**src/rtl/imem_loader_pkg.sv**
```systemverilog
// Shared definitions for the instruction-memory boot loader: frame state
// encoding, the sync byte and the load error codes.
package imem_loader_pkg;

  typedef enum logic [2:0] {
    S_IDLE   = 3'd0,
    S_LEN_HI = 3'd1,
    S_LEN_LO = 3'd2,
    S_DATA   = 3'd3,
    S_CSUM   = 3'd4,
    S_DONE   = 3'd5,
    S_ERR    = 3'd6
  } state_t;

  localparam logic [7:0] SYNC_BYTE = 8'hA5;

  localparam logic [1:0] ERR_NONE = 2'b00;
  localparam logic [1:0] ERR_LEN  = 2'b01;
  localparam logic [1:0] ERR_CSUM = 2'b10;

  // A frame length is usable when it is non-zero and fits the memory.
  function automatic logic lenOk(input logic [15:0] len, input int memBytes);
    return (len != 16'd0) && (int'(len) <= memBytes);
  endfunction

endpackage

```
**src/rtl/imem_loader.sv**
```systemverilog
// Byte-stream boot loader: parses A5 / LEN_HI / LEN_LO / data / CSUM frames
// and writes the payload into instruction memory starting at address 0.
module imem_loader
  import imem_loader_pkg::*;
#(
  parameter int MEM_BYTES = 1024,
  parameter int AW        = $clog2(MEM_BYTES)
) (
  input  logic          clk,
  input  logic          rst_n,
  input  logic          rx_valid,
  input  logic [7:0]    rx_data,
  output logic          rx_ready,
  output logic          wr_en,
  output logic [AW-1:0] wr_addr,
  output logic [7:0]    wr_data,
  output logic          load_busy,
  output logic          load_done,
  output logic [1:0]    load_err
);

  // Handshake: a byte moves only on a rising edge where rx_valid && rx_ready;
  // rx_ready is 1 in every cycle out of reset, so the sender is never stalled.

  state_t      state;
  logic [15:0] lenReg;
  logic [15:0] addrCnt;
  logic [7:0]  sum;
  logic        accept;
  logic        isSync;
  logic [15:0] lenFull;

  assign accept  = rx_valid && rx_ready;
  assign isSync  = (rx_data == SYNC_BYTE);
  assign lenFull = {lenReg[15:8], rx_data};

  always_ff @(posedge clk or negedge rst_n) begin
    if (!rst_n) begin
      state     <= S_IDLE;
      lenReg    <= '0;
      addrCnt   <= '0;
      sum       <= '0;
      rx_ready  <= 1'b0;
      wr_en     <= 1'b0;
      wr_addr   <= '0;
      wr_data   <= '0;
      load_busy <= 1'b0;
      load_done <= 1'b0;
      load_err  <= ERR_NONE;
    end else begin
      rx_ready <= 1'b1;
      wr_en    <= 1'b0;
      if (accept) begin
        case (state)
          S_IDLE: begin
            if (isSync) begin
              state     <= S_LEN_HI;
              load_busy <= 1'b1;
            end
          end
          S_LEN_HI: begin
            lenReg[15:8] <= rx_data;
            state        <= S_LEN_LO;
          end
          S_LEN_LO: begin
            lenReg <= lenFull;
            if (lenOk(lenFull, MEM_BYTES)) begin
              state   <= S_DATA;
              addrCnt <= '0;
              sum     <= '0;
            end else begin
              state     <= S_ERR;
              load_err  <= ERR_LEN;
              load_busy <= 1'b0;
            end
          end
          S_DATA: begin
            // Write lands one cycle after the byte; counter never passes lenReg.
            wr_en   <= 1'b1;
            wr_addr <= addrCnt[AW-1:0];
            wr_data <= rx_data;
            sum     <= sum + rx_data;
            addrCnt <= addrCnt + 16'd1;
            if (addrCnt + 16'd1 == lenReg) begin
              state <= S_CSUM;
            end
          end
          S_CSUM: begin
            load_busy <= 1'b0;
            if (rx_data == sum) begin
              state     <= S_DONE;
              load_done <= 1'b1;
            end else begin
              state    <= S_ERR;
              load_err <= ERR_CSUM;
            end
          end
          S_DONE, S_ERR: begin
            if (isSync) begin
              state     <= S_LEN_HI;
              load_busy <= 1'b1;
              load_done <= 1'b0;
              load_err  <= ERR_NONE;
            end
          end
          default: begin
            state     <= S_IDLE;
            load_busy <= 1'b0;
          end
        endcase
      end
    end
  end

endmodule

```
**config.mk**
```make
export PLATFORM = sky130hd
export DESIGN_NAME = imem_loader
export DESIGN_NICKNAME = d
export VERILOG_FILES = /design/src/rtl/imem_loader_pkg.sv /design/src/rtl/imem_loader.sv
export SDC_FILE = /design/constraint.sdc
export NUM_CORES = 1
export LEC_CHECK = 0
export BUFFER_PORTS_ARGS = -buffer_cell sky130_fd_sc_hd__buf_2
export CORE_MARGIN = 1
export CORE_UTILIZATION = 64
export DETAILED_ROUTE_END_ITERATION = 16
export GPL_TIMING_DRIVEN = 0
export PLACE_DENSITY = 0.85
export RECOVER_POWER = 50
export REMOVE_ABC_BUFFERS = 1
export SKIP_CTS_REPAIR_TIMING = 1
export SYNTH_ARGS = -nofsm -noshare
export SYNTH_HDL_FRONTEND = slang
export SYNTH_SLANG_ARGS = --single-unit
```
**constraint.sdc**
```tcl
create_clock -name clk -period 5.5 [get_ports clk]
set_input_delay 0.55 -clock clk [delete_from_list [all_inputs] [get_ports clk]]
set_output_delay 0.55 -clock clk [all_outputs]
set_load 0.01 [all_outputs]
```
# Word level (Yosys, flattened, before mapping)
# Index checks and enable logic that the tools add are counted.
dict set report totals {
  register_bits 67
  input_bits 11
  word_cells 71
}
dict set report op_classes {
  add_sub_neg 2
  n_lt_le_gt_ge 1
  n_eq_ne 16
  muxes 21
  bitwise 1
  reduce_logical 18
}
# operator count
set ops {}
lappend ops {{16-bit case mux with 2 select lines} 1}
lappend ops {{16-bit by 1-bit adder with 16-bit output (second input constant)} 1}
lappend ops {{16-bit == test} 1}
lappend ops {{16-bit by 11-bit less-or-equal comparator with 1-bit output (second input constant)} 1}
lappend ops {{16-bit two-way mux} 1}
lappend ops {{8-bit case mux with 2 select lines} 1}
lappend ops {{16-bit nonzero test} 1}
lappend ops {{3-bit case mux with 5 select lines} 1}
lappend ops {{2-bit != test (second input constant)} 6}
lappend ops {{3-bit == test (second input constant)} 3}
lappend ops {{3-bit two-way mux} 3}
lappend ops {{8-bit adder} 1}
lappend ops {{8-bit == test} 1}
lappend ops {{8-bit == test (second input constant)} 1}
lappend ops {{2-bit two-way mux} 4}
lappend ops {{8-bit two-way mux} 1}
lappend ops {{4-bit AND reduction} 2}
lappend ops {{3-bit by 2-bit == test with 1-bit output (second input constant)} 2}
lappend ops {{1-bit two-way mux} 6}
lappend ops {{2-bit case mux with 3 select lines} 1}
lappend ops {{2-bit AND reduction} 3}
lappend ops {{3-bit AND reduction} 2}
lappend ops {{5-bit AND reduction} 1}
lappend ops {{2-bit nonzero test} 2}
lappend ops {{10 further kinds} 12}

# Logic depth before layout (Yosys ltp)
dict set report depth {
  ltp_word 4
  mapped_depth 9
  depth_no_buf 8
}

# Least setup slack after synthesis
# No wires, ideal clock.
dict set report synth_path {
  path_type {in2reg}
  startpoint {in rx_data[3]}
  endpoint {reg load_err[0]}
  arrival_ns 2.335
  slack_ns 3.083
  cell_stages 7
  path_cell_list {ha_1 or4_1 or3_1 mux2_2 o211ai_1 nand2_1 o21ai_0}
}
dict set report synth_between {
  elab_chain_len 4
  word_cells_on_any_way 9
  classes_between {1 x order compare; 5 x eq/ne; 3 x reduce/logical}
}
# item line_no
set synth_rtl {}
lappend synth_rtl {{from (decl)} imem_loader.sv:12} ;# input logic [7:0] rx_data,
lappend synth_rtl {{16-bit by 11-bit less-or-equal comparator with 1-bit output / 16-bit nonzero test (equally long branches)} imem_loader_pkg.sv:23} ;# return (len != 16'd0) && (int'(len) <= memBytes);
lappend synth_rtl {{1-bit logical AND} imem_loader_pkg.sv:23}
lappend synth_rtl {{2-bit != test (no source line)} --}
lappend synth_rtl {{5-bit AND reduction (no source line) (*)} --}
lappend synth_rtl {{to (signal assigned)} imem_loader.sv:49} ;# load_err <= ERR_NONE;
lappend synth_rtl {{to (signal assigned)} imem_loader.sv:73} ;# load_err <= ERR_LEN;
lappend synth_rtl {{to (signal assigned)} imem_loader.sv:95} ;# load_err <= ERR_CSUM;
lappend synth_rtl {{to (decl)} imem_loader.sv:19} ;# output logic [1:0] load_err
# Every way passes the cells marked *; elsewhere a longest branch is shown, timed or not.
# A chain may end at the register's enable or synchronous reset.

# Final worst setup path
dict set report layout_path {
  startpoint {reg state[1]}
  endpoint {reg addrCnt[15]}
}
dict set report layout_between {
  elab_chain_len 3
  word_cells_on_any_way 6
  classes_between {3 x eq/ne; 1 x mux; 2 x reduce/logical}
}
# item line_no
set layout_rtl {}
lappend layout_rtl {{from (decl)} imem_loader.sv:25} ;# state_t state;
lappend layout_rtl {{from (signal assigned)} imem_loader.sv:39} ;# state <= S_IDLE;
lappend layout_rtl {{from (signal assigned)} imem_loader.sv:57} ;# state <= S_LEN_HI;
lappend layout_rtl {{from (signal assigned)} imem_loader.sv:63} ;# state <= S_LEN_LO;
lappend layout_rtl {{3-bit by 2-bit == test with 1-bit output} imem_loader.sv:54} ;# case (state)
lappend layout_rtl {{2-bit != test (no source line) / 2-bit nonzero test (equally long branches)} --}
lappend layout_rtl {{3-bit AND reduction (no source line)} --}
lappend layout_rtl {{to (signal assigned)} imem_loader.sv:83} ;# addrCnt <= addrCnt + 16'd1;
lappend layout_rtl {{to (decl)} imem_loader.sv:27} ;# logic [15:0] addrCnt;
# Parallel ways exist; a longest one is shown, timed or not.

==> flow_summary.yaml <==
layout:
  fin_cells: 527
  finish.instance_area_mm2: 0.00422
  antenna_cells: 0
  nets: 467
  final_common_cell: "nand2_1"
  fin_util_pct: 71.3
  synthToLayoutAreaGrowth_pct: 7.66
  drive_gt1_share_pct: 17.0
  mostFrequentLayoutCells: "nand2_1, dfrtp_1, nor2_1"
clock_network:
  clock_sinks: 67
  cts-htree-levels: 3
  clkSlewWorstSetupHoldPaths_ps: 70
  clk_latency_ps: 350
  root_buffer: "clkbuf_8"
  cts_tree: "done"
  clk_path_buf_depth: 2
  cts_buffers: 9
sta:
  rsz0062_at_grt: "false"
  finalSetupTns_ps: 0
  period_minus_slack_ps: 3990
  max_freq_mhz: 250
  skew_ps: 7.77
  finalHoldViolCount: 0
  max_slew_margin_pct: -133
  worst_pin_slew_ps: 3490
  finalCritPeriodShare_pct: 72.6
  drv_slew: 68
  setup_viol: 0
grt:
  antenna_found_initial: 0
  grt_max_degree: 68
  track_usage_pct: 30.6
  first_global_vias: 3050
  grt_first_pass_wirelength_mm: 14.8
  grt-ovfl-total: 0
worst_setup_path:
  worstPathRequired_ps: 5730
  r2r_setup_slack_ps: 1510
  crit_type: "reg -> reg"
  end_kind: "flip-flop"
  cp-start-kind: "flip-flop"
  r2r_cells: 7
  worst-path-max-fanout: 34
  arrival_ps: 4230
detailed_routing:
  drc: 0
  drt_iter0_markers: 249
  drtPass1Iterations: 10
  drt_wl_total_mm: 9.02
  wl_per_cell_um: 17.1
  postRouteAntennaNets: 0
  vias: 3354
  routed_via_density: 6.36
logic_synthesis:
  synth-seq-cells: 67
  ys_types: 58
  synth_edf_count: 0
  synthArstFlopShare_pct: 100
  synthTopCellsByArea: "dfrtp_1, nand2_1, mux2_2"
  synth_ff_type: "dfrtp_1"
  synth_top_area_cell: "dfrtp_1"
  synth_seq_area_share_pct: 42.8
  syn_area_mm2: 0.00392
  synthCells: 425
  netlist.area_leader.share_pct: 42.8
  yosys_warnings: 0
  syn-mean-instance-area_um2: 9.22
power_and_ir_drop:
  peakVddDrop_mv: 0.325
  power.density_mw_per_mm2: 449
  leakagePower_nw: 1.92
die:
  die_w_um: 80.3
  io_pins: 35
  dieArea_mm2: 0.00644
  die_h_um: 80.3
  initial_core_util_pct: 66.2
  core_area_mm2: 0.00592
  rows: 28
placed_design:
  place_area_mm2: 0.00403
  dp_hpwl_mm: 5.96
  dp_cells: 510
  numPortBuffers: 34
  place_congestion: 0.910
status:
  violations: "capacitance limit, slew limit"
  status: "finished with violations"
worst_hold_path:
  holdPathStages: 2
  hold_path.class: "reg -> reg"
run:
  drv_cap: 1
==> path summary, 6_finish.rpt <==
kind                                           end                   start
min                         wr_addr[9]$_DFFE_PN0P_  wr_addr[9]$_DFFE_PN0P_
max                        addrCnt[15]$_DFFE_PN0P_    state[1]$_DFFE_PN0P_
min reg2reg                 wr_addr[9]$_DFFE_PN0P_  wr_addr[9]$_DFFE_PN0P_
max reg2reg                addrCnt[15]$_DFFE_PN0P_    state[1]$_DFFE_PN0P_
min in group asynchronous   addrCnt[2]$_DFFE_PN0P_                   rst_n
max in group asynchronous   lenReg[11]$_DFFE_PN0P_                   rst_n
==> synth_stat cells, types with 3 or more instances <==
library cell / count
nand2_1: 85
dfrtp_1: 67
nor2_1: 26
o21ai_0: 23
xnor2_1: 19
a21oi_1: 18
mux2_2: 16
nand3_1: 13
o31ai_1: 12
a31oi_1: 11
o21ai_2: 10
clkbuf_1: 9
inv_1: 9
xor2_1: 9
ha_1: 8
and3_1: 7
nor3_1: 7
nand4_1: 5
buf_2: 4
clkbuf_8: 4
or3_1: 4
a211oi_1: 3
a21o_1: 3
and2_1: 3
buf_1: 3
buf_6: 3
nor4_1: 3
o211ai_1: 3
or4_1: 3
==> power breakdown <==
| group | switching (mW) | internal [mW] |
|---|---|---|
| clock network | 0.197 | 0.224 |
| registers | 0.153 | 0.623 |
| logic | 0.396 | 0.303 |
==> critical path, cell delays in order (launching register included) <==
cell	delay, ps
dfrtp_1	810
nand2b_1	200
nor2_1	490
nand2_1	840
inv_1	1100
and2_1	260
o21ai_2	50
o31ai_1	90
==> metrics by stage <==
step           hold WS (ps)  worst slack, ps  total power, mW
5_1_grt                 481             1170             2.01
4_1_cts                 324             1520             1.90
3_3_place_gp            452             1620             1.43
2_1_floorplan           254             2780             1.26
3_5_place_dp            458             1570             1.47
6_report                472             1510             1.90
==> flip-flops by register name, summed over array words and instances, names as in the netlist, 2 cells and up <==
name and cells:
addrCnt 16, lenReg 16, load_err 2, state 3, sum 8, wr_addr 10, wr_data 8
==> kinds of logic after synthesis <==
family	share of synthesized area (%)
other cells	0.0957
simple gates	20.3
xor+xnor	6.26
fa+ha+maj	3.32
mux	4.85
compound gates	17.4
buf+inv	4.92
flops	42.8
==> cell type report <==
class,count,area (um2)
inverter,9,33.8
clock buffer,11,141
clock inverter,5,61.3
sequential,67,1680
tap,75,93.8
fill,442,1700
timing repair buffer,35,163
multi-input combinational,325,2050
==> routing by layer <==
layer,up-vias,global-route usage [%],wire length [um]
met5,-,0,0
met4,0,15.0,191
met3,21,5.34,654
met2,172,47.9,4340
met1,1617,41.1,3840
li1,1544,-,-
No activity file was read; power rests on OpenSTA's default activity.
